===== src/rtl/instr_fetch_pkg.sv =====
// rtl/instr_fetch_pkg.sv - shared state encoding and helpers for the instruction fetch front end
package instr_fetch_pkg;

   typedef enum logic {
      IF_STATE_RUN   = 1'b0,
      IF_STATE_FAULT = 1'b1
   } if_state_e;

   localparam logic [31:0] INSTR_ALIGN_MASK = 32'h0000_0003;

   function automatic logic [31:0] endian_swp_32(input logic [31:0] w);
      return {w[7:0], w[15:8], w[23:16], w[31:24]};
   endfunction

endpackage


===== src/rtl/fetch_fifo.sv =====
// rtl/fetch_fifo.sv - synchronous FIFO with flush and occupancy count
module fetch_fifo #(
   parameter int WIDTH = 32,
   parameter int DEPTH = 2,
   localparam int AW = $clog2(DEPTH),
   localparam int CW = AW + 1
) (
   input  logic             clk_i,
   input  logic             rst_i,
   input  logic             push_i,
   input  logic [WIDTH-1:0] push_data_i,
   input  logic             pop_i,
   input  logic             flush_i,
   output logic [WIDTH-1:0] head_o,
   output logic [CW-1:0]    count_o
);

   logic [WIDTH-1:0] mem_q [DEPTH];
   logic [AW-1:0]    wr_ptr_q;
   logic [AW-1:0]    rd_ptr_q;
   logic [CW-1:0]    count_q;
   logic             do_push;
   logic             do_pop;

   assign do_push = push_i && (count_q != CW'(DEPTH));
   assign do_pop  = pop_i && (count_q != '0);
   assign head_o  = mem_q[rd_ptr_q];
   assign count_o = count_q;

   always_ff @(posedge clk_i) begin
      if (rst_i) begin
         wr_ptr_q <= '0;
         rd_ptr_q <= '0;
         count_q  <= '0;
         for (int i = 0; i < DEPTH; i++) mem_q[i] <= '0;
      end else if (flush_i) begin
         wr_ptr_q <= '0;
         rd_ptr_q <= '0;
         count_q  <= '0;
      end else begin
         if (do_push) begin
            mem_q[wr_ptr_q] <= push_data_i;
            wr_ptr_q        <= wr_ptr_q + AW'(1);
         end
         if (do_pop) rd_ptr_q <= rd_ptr_q + AW'(1);
         count_q <= count_q + CW'(do_push) - CW'(do_pop);
      end
   end

endmodule


===== src/rtl/instr_fetch.sv =====
// rtl/instr_fetch.sv - instruction fetch front end: issues word reads, tags responses, buffers {pc, instr}
module instr_fetch
   import instr_fetch_pkg::*;
#(
   parameter logic [31:0] RESET_PC   = 32'h0000_0000,
   parameter int          DEPTH      = 2,
   parameter bit          SWAP_BYTES = 1'b1
) (
   input  logic        clk,
   input  logic        rst,
   output logic        imem_req,
   output logic [31:0] imem_addr,
   input  logic        imem_ack,
   input  logic [31:0] imem_rdata,
   input  logic        redirect,
   input  logic [31:0] redirect_pc,
   output logic        if_valid,
   output logic [31:0] if_instr,
   output logic [31:0] if_pc,
   output logic [6:0]  if_opcode,
   input  logic        dec_ready,
   output logic        fault
);

   localparam int CW  = $clog2(DEPTH) + 1;
   localparam int TW  = $clog2(2 * DEPTH) + 1;
   localparam int TWP = TW + 1;

   if_state_e   state_q;
   logic [31:0] pc_q;
   logic [TW-1:0] drop_q;
   logic        fault_q;

   logic [TW-1:0] tag_count;
   logic [31:0]   tag_head;
   logic [CW-1:0] buf_count;
   logic [63:0]   buf_head;
   logic [TWP-1:0] credit;
   logic          run;
   logic          ack_ok;
   logic          buf_push;
   logic [31:0]   resp_data;

   assign run    = (state_q == IF_STATE_RUN);
   // The tag FIFO occupancy is the outstanding-request count.
   assign ack_ok = imem_ack && (tag_count != '0);
   assign credit = {1'b0, tag_count} - {1'b0, drop_q} + TWP'(buf_count);

   // Stale requests still hold tags, so the tag FIFO is sized 2*DEPTH to absorb them.
   assign imem_req  = run && !rst && !redirect && (credit < TWP'(DEPTH))
                      && (tag_count < TW'(2 * DEPTH));
   assign imem_addr = pc_q;

   assign resp_data = SWAP_BYTES ? endian_swp_32(imem_rdata) : imem_rdata;
   assign buf_push  = ack_ok && run && !redirect && (drop_q == '0);

   assign if_valid  = run && (buf_count != '0);
   assign if_instr  = buf_head[31:0];
   assign if_pc     = buf_head[63:32];
   assign if_opcode = if_instr[6:0];
   assign fault     = fault_q;

   fetch_fifo #(.WIDTH(32), .DEPTH(2 * DEPTH)) u_tag_fifo (
      .clk_i       (clk),
      .rst_i       (rst),
      .push_i      (imem_req),
      .push_data_i (pc_q),
      .pop_i       (ack_ok),
      .flush_i     (1'b0),
      .head_o      (tag_head),
      .count_o     (tag_count)
   );

   fetch_fifo #(.WIDTH(64), .DEPTH(DEPTH)) u_buf_fifo (
      .clk_i       (clk),
      .rst_i       (rst),
      .push_i      (buf_push),
      .push_data_i ({tag_head, resp_data}),
      .pop_i       (if_valid && dec_ready),
      .flush_i     (run && redirect),
      .head_o      (buf_head),
      .count_o     (buf_count)
   );

   always_ff @(posedge clk) begin
      if (rst) begin
         state_q <= IF_STATE_RUN;
         pc_q    <= RESET_PC;
         drop_q  <= '0;
         fault_q <= 1'b0;
      end else begin
         case (state_q)
            IF_STATE_RUN: begin
               if (redirect) begin
                  pc_q   <= redirect_pc;
                  drop_q <= tag_count - TW'(ack_ok);
                  if ((redirect_pc & INSTR_ALIGN_MASK) != 32'h0) begin
                     state_q <= IF_STATE_FAULT;
                     fault_q <= 1'b1;
                  end
               end else begin
                  if (imem_req) pc_q <= pc_q + 32'd4;
                  if (ack_ok && (drop_q != '0)) drop_q <= drop_q - TW'(1);
               end
            end
            default: begin
               if (ack_ok && (drop_q != '0)) drop_q <= drop_q - TW'(1);
            end
         endcase
      end
   end

endmodule

===== config.mk =====
export PLATFORM = sky130hd
export DESIGN_NAME = instr_fetch
export DESIGN_NICKNAME = d
export VERILOG_FILES = /design/src/rtl/instr_fetch_pkg.sv /design/src/rtl/fetch_fifo.sv /design/src/rtl/instr_fetch.sv
export SDC_FILE = /design/constraint.sdc
export NUM_CORES = 1
export LEC_CHECK = 0
export ABC_AREA = 1
export BUFFER_PORTS_ARGS = -buffer_cell sky130_fd_sc_hd__buf_2
export CAP_MARGIN = 20
export CORE_MARGIN = 1.5
export CORE_UTILIZATION = 45
export DETAILED_ROUTE_END_ITERATION = 8
export SLEW_MARGIN = 10
export SYNTH_ARGS = -nofsm -noshare
export SYNTH_HDL_FRONTEND = slang
export SYNTH_HIERARCHICAL = 1
export SYNTH_SLANG_ARGS = --single-unit

===== constraint.sdc =====
create_clock -name clk -period 14.9 [get_ports clk]
set_clock_uncertainty 0.2 [all_clocks]
set_input_delay 0.745 -clock clk [delete_from_list [all_inputs] [get_ports clk]]
set_output_delay 0.745 -clock clk [all_outputs]
set_load 0.005 [all_outputs]

* Word level (Yosys, flattened, before mapping) *
Memories as Yosys holds them, arrays and structs flattened. A register that Yosys moved wholly into a read port is not among the register bits.
Cells that the tools add are included.
Widths: inputs -> output; s select.

cells by class
  add/subtract/negate cells = 13
  order comparisons = 2
  eq/ne operators = 2
  mux-type cells = 27
  bitwise gates (word level) = 1
  reduce and logical (&&, ||, !) cells = 29

operators with widths
  kind                   count
  $mux 32                3
  $mux 64                1
  $reduce_or 64->1       1
  $add 32x3->32 const B  1
  $reduce_bool 32->1     1
  $reduce_or 32->1       1
  $mux 1                 17
  $logic_and 1x1->1      16
  $mux 3                 3
  $mux 2                 3
  $reduce_bool 3->1      2
  $sub 3x1->3            2
  $add 2x1->2 const B    2
  $add 4x2->4            1
  $lt 4x2->1 const B     1
  $reduce_bool 2->1      2
  $sub 3x3->4            1
  $add 3x1->3            1
  $logic_not 3->1        1
  $lt 3x3->1 const B     1
  $ne 3x3->1 const B     1
  $reduce_and 3->1       1
  $sub 3x1->3 const B    1
  $add 1x1->1 const B    2
  7 further kinds        8

storage, ports and cells
  bits in registers = 48
  memory bits (writable) = 256
  bits of input ports = 69
  word-level logic and storage cells = 86
  memories = 2

memory list
  memory            words  bits a word  rd ports  clocked after Yosys merged registers in  write ports  RTL line          source
  u_buf_fifo.mem_q  2      64           1         1                                        2            fetch_fifo.sv:18  logic [WIDTH-1:0] mem_q [DEPTH];
  u_tag_fifo.mem_q  4      32           1         1                                        4            fetch_fifo.sv:18

* Depth between registers and ports, before layout *
  depth in word-level cells = 12
  gate-level depth with buffers = 22

* By module *
The synthesis kept the hierarchy.

by module, submodules not included
  module                   instances  cells an instance  area an instance (um^2)
  fetch_fifo (u_buf_fifo)  1          448                6155.9
  fetch_fifo (u_tag_fifo)  1          560                6097.1
  instr_fetch              1          499                2984.1

* Worst setup path after synthesis *
No wires, ideal clock.

  kind = flip-flop to flip-flop
  from = register u_tag_fifo.count_q[1], in the netlist u_tag_fifo/count_o[1]
  to = memory u_tag_fifo.mem_q[0][0] (enable)
  setup time = 0.466 ns
  arrival time = 4.846 ns
  data required time = 14.234 ns
  setup slack = 9.389 ns
  stages on the path, launching flop included = 13
  path buffers = 1
  period minus slack after synthesis = 5.511 ns
  cell sequence = dfxtp_1 > inv_1 > fa_1 > inv_1 > fa_1 > nor2_1 > nand3_1 > nor2_4 > nand3_4 > buf_6 > inv_1 > nand4_2 > o21ai_0

RTL lines
  element                 RTL line          source
  start, declared         fetch_fifo.sv:21  logic [CW-1:0] count_q;
  start signal, assigned  fetch_fifo.sv:46  count_q <= count_q + CW'(do_push) - CW'(do_pop);
  end, declared           fetch_fifo.sv:18

==> reports/qor.yml <==
run_status:
  status: "completed"
power_and_ir_drop:
  p_sw_uw: 444.6
  finalPower_uw: 1897
  pwr-share-clk_pct: 41.1
  power.share.switching_pct: 23.43
  max-vdd-ir-drop_v: 0.00006559
  p_leak_uw: 0.006803
  pwr-share-comb_pct: 6.9
  internal_power_uw: 1452
  power-per-cell-area_nw_per_um2: 109.8
  seqPwrFrac_pct: 52.0
setup_path:
  crit_path_end_kind: "flip-flop"
  required_ps: 14850
  worst-path-max-fanout: 33
  crit_path_start_kind: "flip-flop"
  path_class: "flip-flop to flip-flop"
  cp.arrival_ps: 4550
timing:
  rsz0062_at_grt: "false"
  slew_headroom_pct: 28.99
  max_freq_mhz: 217.5
  min_period_over_period_pct: 30.86
  setup_ws_ps: 10300
  slew_viol_final: 0
  finalSetupTns_ps: 0
  report.final.setup_viol: 0
  hold_viol: 0
  period_needed_ps: 4598
  worstMarginPinSlew_ps: 1064
global_routing:
  grt_usage_pct: 19.58
  grt_pass1_wl_um: 55310
  grt_pass1_vias: 10483
  grt_max_degree: 66
  antenna_found_initial: 0
  gr-total-overflow: 0
cts:
  cts-hold-fix-buffers: 0
  cts.clk_slew.worst_paths_ps: 60
  root_buffer: "clkbuf_16"
  cts_resized: 0
  cts_num_sinks: 307
  htree_levels: 2
  clk_latency_ps: 520
  cts_buffers: 35
  tritoncts: "done"
  post-cts-setup-buffers: 0
  cts_buffer_depth: 3
synthesis:
  synthCells: 1507
  synth_top_family_by_area: "simple AND/OR/NAND/NOR gates"
  synthMuxAreaShare_pct: 4.927
  ys_seq_area_share_pct: 57.15
  syn_area_um2: 15240
  yosysWarnings: 6
  synth_edf_count: 256
  ys_seq_elements: 307
  synthSimpleGateAreaFrac_pct: 21.05
  synth_ff_type: "edfxtp_1"
  synth.avg_cell_area_um2: 10.11
  ys_async_sr_fraction_pct: 0
  synth_compound_area_share_pct: 6.651
  ys_types: 46
  synthAdderAreaFrac_pct: 1.462
  synth_xor_area_share_pct: 0.4024
drt:
  first_pass_iters: 4
  wl_um: 34120
  routedWlPerCell_um: 16.04
  viasPerCell: 4.993
  ant_nets: 0
  drc: 0
  vias: 10621
  drt_iter0_markers: 654
floorplanning:
  die_area_um2: 34970
  num_rows: 67
  num_io_pins: 175
  die_h_um: 187.0
  start_util_pct: 45.55
  core_um2: 33450
  dieWidth_um: 187.0
layout:
  fin_cells: 2127
  nets: 1738
  syn2layout_area_growth_pct: 13.42
  drive_gt1_share_pct: 24.96
  antenna_cells: 0
  fill_cells: 3068
run:
  cap_violations: 0
placed_design:
  globalplace.congestion: 0.8731
  io_buffers: 174
  post-place-ws_ps: 10010
  hpwlAfterDp_um: 21350
  dp_cells: 2063
hold_path:
  hold_path_class: "flip-flop to flip-flop"
## final cells by class
| type | instances | area, um2 | share of cell area (%) |
|---|---|---|---|
| Clock buffer | 46 | 938.4 | 5.430 |
| Clock inverter | 17 | 105.1 | 0.6082 |
| Timing Repair Buffer | 187 | 988.4 | 5.720 |
| Sequential cell | 307 | 8711 | 50.41 |
| Tap cell | 448 | 560.5 | 3.244 |
| Inverter | 184 | 700.7 | 4.054 |
| Multi-Input combinational cell | 938 | 5278 | 30.54 |
## cells in the final DEF (no fill, tap or decap), types with 7 or more instances in the layout
cell type / n
mux2_2: 64
nor2_2: 14
nor2_4: 65
buf_2: 174
nor3_1: 32
a21oi_2: 9
o22ai_1: 32
ha_1: 13
clkbuf_16: 36
nand3_1: 49
dfxtp_1: 49
o21ai_1: 12
buf_4: 12
inv_2: 7
nand2_1: 180
inv_1: 173
clkbuf_1: 10
nor2_1: 301
edfxtp_1: 256
a21oi_1: 39
o21ai_0: 85
## critical path: stages (launching register included)
cell	delay [ps]
dfxtp_1	430
inv_1	120
fa_1	510
inv_1	70
fa_1	460
nor2_1	100
nand3_1	140
nor2_4	120
nand3_4	240
inv_1	350
nand2_4	110
nor2_4	310
nand2_2	470
nand2_1	180
buf_4	410
## path summary, 6_finish.rpt
kind,start,endpoint,slack (ps),cells past startpoint
hold / removal,fault,fault,280,2
setup / recovery,u_tag_fifo/count_o[1],u_tag_fifo/mem_q[2][14],10300,14
setup reg to reg,u_tag_fifo/count_o[1],u_tag_fifo/mem_q[2][14],10300,14
hold reg to reg,fault,fault,280,2
## Yosys cell counts (all sizes together) (32+ instances only)
| master | number | area, um2 |
|---|---|---|
| o21ai | 99 | 499.2 |
| mux2 | 64 | 720.7 |
| nor2 | 380 | 1949 |
| a21oi | 48 | 274.0 |
| edfxtp | 256 | 7687 |
| o22ai | 32 | 200.2 |
| nor3 | 32 | 160.2 |
| nand3 | 51 | 272.8 |
| inv | 183 | 696.9 |
| buf | 53 | 470.5 |
| nand2 | 188 | 735.7 |
| dfxtp | 51 | 1021 |
## sequential cells by signal, indices dropped and copies added, names as in the netlist, named ones only
| name | cells |
|---|---|
| u_tag_fifo/count_o | 3 |
| u_buf_fifo/wr_ptr_q | 1 |
| fault | 1 |
| state_q | 1 |
| u_tag_fifo/wr_ptr_q | 2 |
| drop_q | 3 |
| u_tag_fifo/mem_q | 128 |
| u_buf_fifo/mem_q | 128 |
| u_buf_fifo/rd_ptr_q | 1 |
| u_buf_fifo/count_o | 2 |
| u_tag_fifo/rd_ptr_q | 2 |
| imem_addr | 32 |
## routing by layer
metal	track usage (%)	wire length (um)	part of all wire [%]	vias to the layer above
met5	0	0	0	-
met4	5.676	738	2.2	0
met3	2.833	1668	4.9	55
met2	31.13	15490	45	312
met1	27.97	16230	48	4984
li1	-	-	-	5270
## power groups by stage
stage / Clock (uW) / Sequential [uW] / Combinational [uW]
2_1_floorplan: 0 / 996 / 85.8
3_3_place_gp: 0 / 1000 / 130
3_5_place_dp: 0 / 1000 / 131
4_1_cts: 799 / 986 / 132
5_1_grt: 835 / 990 / 147
6_report: 780 / 986 / 131
## stage by stage
stage / utilization, % / cell area (um2) / hold WS, ps
after floorplan: - / 15240 / 260.4
after global placement: 48.46 / 16210 / 261.5
after detailed placement: 48.46 / 16210 / 262.1
after CTS: 51.58 / 17250 / 288.8
after global routing: 51.67 / 17280 / 303.0
final: 51.67 / 17280 / 284.6
## cell families (layout without fill, tap and decap cells)
family / Yosys count / after routing
simple gates: 662 / 662
flops: 307 / 307
buf+inv: 263 / 434
compound gates: 184 / 184
mux: 67 / 67
fa+ha+maj: 16 / 16
xor+xnor: 7 / 7
other cells: 1 / 2
(Power assumes the default switching activity.)
